<file path="src/rtl/nn_output_drain_pkg.sv">
// -----------------------------------------------------------------------------
// nn_output_drain_pkg
//   Shared definitions for the output-channel drain and its argmax tracker:
//     - drain_state_t : drain FSM state encoding
//     - addr_w_for()  : channel address width for a given depth (clog2, min 1)
//     - most_neg_bits(): bit pattern of the most-negative signed value of a
//                        given width (truncate to the width at the use site)
//     - NN_DATA_W / NN_MOST_NEG : default channel word width and its minimum
// -----------------------------------------------------------------------------
package nn_output_drain_pkg;

    typedef enum logic [2:0] {
        ST_IDLE    = 3'd0,
        ST_ISSUE   = 3'd1,
        ST_CAPTURE = 3'd2,
        ST_PRESENT = 3'd3,
        ST_FINISH  = 3'd4
    } drain_state_t;

    // Address width never drops below one bit so a single-word channel still
    // has a legal address bus.
    function automatic int addr_w_for(input int depth);
        return (depth <= 2) ? 1 : $clog2(depth);
    endfunction

    // Only bit (width-1) set; the caller truncates to its own word width.
    function automatic logic [63:0] most_neg_bits(input int width);
        return 64'(1) << (width - 1);
    endfunction

    localparam int unsigned NN_DATA_W = 8;
    localparam logic signed [NN_DATA_W-1:0] NN_MOST_NEG =
        NN_DATA_W'(most_neg_bits(NN_DATA_W));

endpackage

</file>
<file path="src/rtl/nn_argmax_track.sv">
// -----------------------------------------------------------------------------
// nn_argmax_track
//   Registered running maximum / argmax over a stream of signed words.
//   Ports:
//     clk, rst        clock, asynchronous active-low reset (outputs -> 0)
//     clear           restart tracking: max_val <= most-negative, max_idx <= 0
//     load_en         a candidate word is present on data/index this cycle
//     force_load      take the candidate unconditionally (first word)
//     data, index     candidate word and its channel index
//     max_val         largest word seen since the last clear
//     max_idx         index of that word; ties keep the earlier index
// -----------------------------------------------------------------------------
module nn_argmax_track
    import nn_output_drain_pkg::*;
#(
    parameter int unsigned DATA_W = 8,
    parameter int unsigned IDX_W  = 1
) (
    input  logic                     clk,
    input  logic                     rst,
    input  logic                     clear,
    input  logic                     load_en,
    input  logic                     force_load,
    input  logic signed [DATA_W-1:0] data,
    input  logic [IDX_W-1:0]         index,
    output logic signed [DATA_W-1:0] max_val,
    output logic [IDX_W-1:0]         max_idx
);

    localparam logic signed [DATA_W-1:0] MOST_NEG = DATA_W'(most_neg_bits(DATA_W));

    // Strict compare so an equal later word never steals the argmax.
    logic take;
    assign take = load_en && (force_load || (data > max_val));

    always_ff @(posedge clk or negedge rst) begin
        if (!rst) begin
            max_val <= '0;
            max_idx <= '0;
        end else if (clear) begin
            max_val <= MOST_NEG;
            max_idx <= '0;
        end else if (take) begin
            max_val <= data;
            max_idx <= index;
        end
    end

endmodule

</file>
<file path="src/rtl/nn_output_drain.sv">
// -----------------------------------------------------------------------------
// nn_output_drain
//   Drains the network's output-channel memory once per ack_network high
//   period: reads every word, streams it out, and publishes argmax/max.
//   Ports:
//     clk, rst      clock, asynchronous active-low reset (all outputs -> 0)
//     ack_network   level from the last layer; high = outputs valid
//     rd_trig       one-cycle read strobe to the output channel memory
//     rd_abus       read address, meaningful while rd_trig=1
//     rd_dbus       read data, valid the cycle after rd_trig
//     out_valid     stream word valid
//     out_ready     downstream accept
//     out_data      stream word
//     out_index     channel index of out_data
//     out_last      high with the word at index DEPTH-1
//     busy          drain in progress
//     done          sticky result-valid flag (cleared at next drain start)
//     argmax_idx    index of the maximum word
//     max_val       maximum word value
//     state_dbg     current FSM state (drain_state_t encoding)
//
//   Stream handshake: a word transfers on a rising clk edge where
//   out_valid=1 and out_ready=1. Once out_valid rises, out_data, out_index and
//   out_last hold until that transfer; out_valid never drops without one.
//   out_ready is don't-care while out_valid=0.
// -----------------------------------------------------------------------------
module nn_output_drain
    import nn_output_drain_pkg::*;
#(
    parameter int unsigned DATA_W = 8,
    parameter int unsigned DEPTH  = 2,
    parameter int unsigned ADDR_W = addr_w_for(DEPTH)
) (
    input  logic                     clk,
    input  logic                     rst,
    input  logic                     ack_network,
    output logic                     rd_trig,
    output logic [ADDR_W-1:0]        rd_abus,
    input  logic signed [DATA_W-1:0] rd_dbus,
    output logic                     out_valid,
    input  logic                     out_ready,
    output logic signed [DATA_W-1:0] out_data,
    output logic [ADDR_W-1:0]        out_index,
    output logic                     out_last,
    output logic                     busy,
    output logic                     done,
    output logic [ADDR_W-1:0]        argmax_idx,
    output logic signed [DATA_W-1:0] max_val,
    output logic [2:0]               state_dbg
);

    localparam logic [ADDR_W-1:0] LAST_ADDR = ADDR_W'(DEPTH - 1);

    drain_state_t      state;
    logic [ADDR_W-1:0] addr;
    logic              armed;

    logic start;
    logic track_load;
    logic track_first;

    assign start       = (state == ST_IDLE) && ack_network && armed;
    assign track_load  = (state == ST_CAPTURE);
    assign track_first = (addr == '0);

    assign rd_abus   = addr;
    assign state_dbg = state;

    always_ff @(posedge clk or negedge rst) begin
        if (!rst) begin
            state     <= ST_IDLE;
            addr      <= '0;
            armed     <= 1'b1;
            rd_trig   <= 1'b0;
            out_valid <= 1'b0;
            out_data  <= '0;
            out_index <= '0;
            out_last  <= 1'b0;
            busy      <= 1'b0;
            done      <= 1'b0;
        end else begin
            // Re-arm on any low ack, even mid-drain, so the next high period
            // starts exactly one new drain.
            if (!ack_network) begin
                armed <= 1'b1;
            end

            case (state)
                ST_IDLE: begin
                    if (start) begin
                        armed   <= 1'b0;
                        addr    <= '0;
                        done    <= 1'b0;
                        busy    <= 1'b1;
                        rd_trig <= 1'b1;
                        state   <= ST_ISSUE;
                    end
                end

                ST_ISSUE: begin
                    rd_trig <= 1'b0;
                    state   <= ST_CAPTURE;
                end

                ST_CAPTURE: begin
                    out_data  <= rd_dbus;
                    out_index <= addr;
                    out_last  <= (addr == LAST_ADDR);
                    out_valid <= 1'b1;
                    state     <= ST_PRESENT;
                end

                ST_PRESENT: begin
                    if (out_ready) begin
                        out_valid <= 1'b0;
                        if (out_last) begin
                            busy  <= 1'b0;
                            done  <= 1'b1;
                            state <= ST_FINISH;
                        end else begin
                            // out_last guards the top address, so this
                            // increment never reaches DEPTH.
                            addr    <= addr + ADDR_W'(1);
                            rd_trig <= 1'b1;
                            state   <= ST_ISSUE;
                        end
                    end
                end

                ST_FINISH: begin
                    state <= ST_IDLE;
                end

                default: begin
                    state <= ST_IDLE;
                end
            endcase
        end
    end

    // Cleared on the same edge the drain starts; loads from rd_dbus during
    // CAPTURE, with the first word taken unconditionally.
    nn_argmax_track #(
        .DATA_W (DATA_W),
        .IDX_W  (ADDR_W)
    ) u_argmax (
        .clk        (clk),
        .rst        (rst),
        .clear      (start),
        .load_en    (track_load),
        .force_load (track_first),
        .data       (rd_dbus),
        .index      (addr),
        .max_val    (max_val),
        .max_idx    (argmax_idx)
    );

endmodule
</file>
<file path="config.mk">
export PLATFORM = sky130hd
export DESIGN_NAME = nn_output_drain
export DESIGN_NICKNAME = d
export VERILOG_FILES = /design/src/rtl/nn_output_drain_pkg.sv /design/src/rtl/nn_argmax_track.sv /design/src/rtl/nn_output_drain.sv
export SDC_FILE = /design/constraint.sdc
export NUM_CORES = 1
export LEC_CHECK = 0
export ABC_CLOCK_PERIOD_IN_PS = 2200
export CAP_MARGIN = 20
export CORE_MARGIN = 5
export CORE_UTILIZATION = 40
export DETAILED_ROUTE_END_ITERATION = 8
export PLACE_DENSITY_LB_ADDON = 0.15
export SYNTH_ARGS = -nofsm -noshare
export SYNTH_HDL_FRONTEND = slang
export SYNTH_SLANG_ARGS = --single-unit
</file>
<file path="constraint.sdc">
create_clock -name clk -period 2.2 [get_ports clk]
set_input_delay 0.44 -clock clk [delete_from_list [all_inputs] [get_ports clk]]
set_output_delay 0.44 -clock clk [all_outputs]
set_load 0.03 [all_outputs]
</file>
Word-level counts from Yosys, hierarchy flattened
Index checks and enable logic that the tools add are counted.

storage, ports and cells
  register bits = 27
  input bits = 12

operators by class
  add/sub/neg operators = 1
  order comparisons = 1
  equal/unequal tests = 7
  multiplexer cells = 27
  bitwise gates (word level) = 1
  reduce and logical (&&, ||, !) cells = 14

operator list
  cell                                                             number
  1-bit 2-to-1 mux                                                 16
  8-bit 2-to-1 mux                                                 2
  3-bit one-hot mux with 4 select lines                            1
  4-bit AND reduction                                              3
  3-bit 2-to-1 mux                                                 3
  8-bit greater-than comparator                                    1
  2-bit inequality test, second input constant                     4
  1-bit one-hot mux with 2 select lines                            4
  3-bit by 2-bit == test with 1-bit output, second input constant  2
  2-bit nonzero test                                               3
  2-bit AND reduction                                              2
  3-bit by 1-bit == test with 1-bit output, second input constant  1
  1-bit logical AND                                                3
  3-bit logical NOT                                                1
  1-bit one-hot mux with 3 select lines                            1
  3-bit nonzero test                                               1
  1-bit adder, second input constant                               1
  1-bit logical OR                                                 1
  1-bit NOT                                                        1

Logic depth before layout (Yosys ltp)
  word-level depth = 5
  mapped depth = 7
  depth with buffers taken out = 7

Hierarchy
From an unflattened synthesis, not the netlist that was laid out.

second synthesis, totals
  cells, all modules = 169
  area total of the unflattened synthesis = 1,684.1 sq um

modules (own cells, without submodules)
  module           instances  cells each  area an instance (sq um)  sequential area each (sq um)
  nn_argmax_track  1          110         889.6                     225.2
  nn_output_drain  1          59          794.5                     451.7

Worst setup path after synthesis
OpenSTA, ideal clock, no wires.

  kind = reg2reg
  from = register u_argmax.max_val[5]
  to = register u_argmax.max_val[7]
  arrival = 2,011 ps
  required time = 2,074 ps
  slack = 63 ps
  cell stages (with the launch flop) = 8
  path buffers = 0
  period minus slack after synthesis = 2,137 ps
  path through = dfrtp_1 -> inv_1 -> ha_1 -> a21o_1 -> a2111oi_4 -> a211oi_2 -> o31a_4 -> o32a_1

between the ends
  word-level cells in the longest chain between the ends = 4

RTL lines
  what                           RTL line               RTL
  start: declaration             nn_argmax_track.sv:26  output logic signed [DATA_W-1:0] max_val,
  start signal: assignment       nn_argmax_track.sv:44  max_val <= data;
  8-bit greater-than comparator  nn_argmax_track.sv:34  assign take = load_en && (force_load || (data > max_val));
  1-bit logical OR               nn_argmax_track.sv:34
  1-bit logical AND              nn_argmax_track.sv:34
  2-bit nonzero test (no line)   --

Every way passes these cells.
A chain may end at the register's enable or synchronous reset.

Final worst setup path
  from = input port rd_dbus[5]
  to = register u_argmax.max_val[6]

between the ends
  word-level cells in the longest chain between the ends = 4

RTL lines
  what                           RTL line               RTL
  start: declaration             nn_output_drain.sv:39  input logic signed [DATA_W-1:0] rd_dbus,
  8-bit greater-than comparator  nn_argmax_track.sv:34
  1-bit logical OR               nn_argmax_track.sv:34
  1-bit logical AND              nn_argmax_track.sv:34
  2-bit nonzero test (no line)   --

Every way passes these cells.

==> reports/metrics.cfg <==
[status]
outcome = completed

[worst_setup_path]
path_buf_inv = 1
cp_slowest_stage_delay_ns = 0.43
worstPathRequired_ns = 2.42
critical_path_class = in -> reg
crit_path_end = u_argmax.max_val[6]
startpoint_type = input pin
crit_path_top_delay_cell = clkdlybuf4s50_1
ff2ff_setup_slack_ns = 0.19
crit_arrival_ns = 2.36
rr_startpoint = u_argmax.max_val[5]
crit_chain = clkdlybuf4s50_1 -> ha_1 -> a21o_1 -> a2111oi_4 -> a211oi_2 -> nor3_4 -> o22ai_1
crit_fanout = 8
rr_worst_depth = 7
cp_num_cells = 7
crit_family = compound AO/OA/AOI/OAI gates
end_kind = register
r2r-end = u_argmax.max_val[6]
startpoint = rd_dbus[5]

[cells_and_area]
fillers = 306
fin_nets = 208
seqCellArea_sq_um = 676.9
post-route-util_pct = 55.81
drive_above_1_share_pct = 8.556
antennaDiodeCount = 0
syn_to_final_growth_pct = 36.92
multi_input_area_sq_um = 598.1

[cts]
htree_levels = 1
hold_buffers = 0
cts_tree = done
postCtsSetupBuffers = 0
cts-root-buf = clkbuf_4
cts_max_path_buffers = 2
clock_latency_ns = 0.33
cts_buffers = 3
cts_resized = 0
clock_sinks = 27
path_clk_slew_ns = 0.16

[global_routing]
antenna_found_initial = 0
track_usage_pct = 14.86
grt_use_met1_pct = 20.65
grt_pass1_wl_mm = 5.202
busiest_layer = met2
grt_pass1_vias = 1148
grtUsageMet3_pct = 2.627
grt_max_degree = 28
overflow = 0
gr-usage-met2_pct = 23.69

[synthesis]
seq_area_frac_synth_pct = 50.56
synth-seq-cells = 27
synth.distinct_cells = 26
synth_edf_count = 0
ys_warn_count = 0
yosysTopAreaCell = dfrtp_1
synth_top_area_share_pct = 48.60
synth_cells = 143
synth_area_sq_mm = 0.001339
synth_area_leaders = dfrtp_1, nand2_1, ha_1, inv_1, a21oi_1
ys_top_cells_by_count = nand2_1, dfrtp_1, inv_1
synth_flop_cell = dfrtp_1
synth_fp_nets = 163
synthArstFlopShare_pct = 100.0
yosysMostFrequentCell = nand2_1
syn_avg_cell_area_sq_um = 9.362

[timing]
worstMarginPinSlew_ns = 0.5406
min_period_over_period_pct = 97.41
setup_viol = 0
timing.final.max_slew_violations = 0
final.setup.tns_ns = 0
hold_violations = 0
fin_crit_ns = 2.143
fmax_mhz = 466.6
skew_ns = 0.007666
rsz0062_at_grt = true
relSlewSlack_pct = 63.96

[routing]
antenna_left = 0
dr.first_iter.drc_count = 45
drt-pass1-iter-count = 4
routed_via_density = 4.820
post-route-drc-count = 0
wirelength_mm = 2.993
via_count = 1123
avgRoutedWirePerCell_microns = 12.85

[placement]
place_congestion = 0.7632
portBuffers = 38
dpl.hpwl_mm = 2.248

[floorplan]
dieArea_sq_mm = 0.004604
die_h_microns = 67.85
start_util_pct = 40.76
ioPinCount = 39
die_w_microns = 67.85
rows = 21
core_sq_mm = 0.003284

[pwr]
p_leak_uw = 0.0008588
ir_drop_mv = 0.7143
power_density_mw_per_mm2 = 1632

[hold_path]
hp-class = in -> async

[flow_run]
max_cap_violations = 0

## state kept, by name (all words and copies together), names as in the netlist
signal and flops:
rd_trig 1, armed 1, state_dbg 3, done 1
out_data 8, u_argmax.max_idx 1, busy 1, u_argmax.max_val 8
rd_abus 1, out_last 1, out_valid 1
## final cells by class
class | count | share of cell area [%]
sequential | 27 | 36.93
multi-input combinational | 100 | 32.63
timing repair buffer | 44 | 23.21
tap | 46 | 3.140
inverter | 12 | 2.457
clock buffer | 3 | 1.229
clock inverter | 1 | 0.4096
## layout by cell type (no fill, tap or decap), types with 2 or more instances in the layout
cell and instances:
nand2_1 41, clkdlybuf4s50_1 38, dfrtp_1 26, inv_1 12, nor2_1 9, a21oi_1 8, ha_1 8, o21ai_0 6
o22ai_1 6, buf_4 6, nor2b_1 3, nand2b_1 3, clkbuf_4 3, nand4_1 2, a21o_1 2, nand3_1 2
## logic make-up after synthesis
| family | Yosys count | synth area share (%) |
|---|---|---|
| adders and majority gates | 8 | 7.477 |
| buffers and inverters | 16 | 4.766 |
| and+or+nand+nor | 62 | 20.09 |
| DFF | 27 | 50.56 |
| muxes | 1 | 0.7477 |
| AOI/OAI and AO/OA | 28 | 15.70 |
| xor gates and xnor gates | 1 | 0.6543 |
## metrics by stage
step	instances	hold slack [ns]	setup WS [ns]	total power (uW)	area [sq um]
finish	233	0.4636	0.05702	2991	1833
floorplan	143	0.1444	0.06269	2098	1339
detailed placement	229	0.4623	-0.3281	2801	1803
global placement	229	0.4570	-0.2891	2764	1803
global route	233	0.4830	-0.01599	3237	1833
CTS	233	0.4697	0.04930	3029	1833
## routing by layer
| layer | up-vias | routed length, microns |
|---|---|---|
| met5 | - | 0 |
| li1 | 570 | - |
| met1 | 526 | 1479 |
| met3 | 2 | 142 |
| met4 | 0 | 16 |
| met2 | 25 | 1356 |
## power breakdown
part           leakage (uW)  internal (uW)  total (uW)  switching [uW]
Combinational      0.000520            763        1840            1080
Clock             0.0000139           69.5         222             153
Sequential         0.000325            737         926             188
## how the worst min path moves through the flow
stage	start	endpoint	slack, ns	cells past startpoint
3_3_place_gp	out_valid	out_valid	0.46	2
2_1_floorplan	rst	busy	0.14	0
3_5_place_dp	out_data[7]	out_data[7]	0.46	2
4_1_cts	rst	u_argmax.max_idx	0.47	2
5_1_grt	rst	u_argmax.max_idx	0.48	2
6_report	rst	u_argmax.max_idx	0.46	2
No activity file was read; power rests on OpenSTA's default activity.
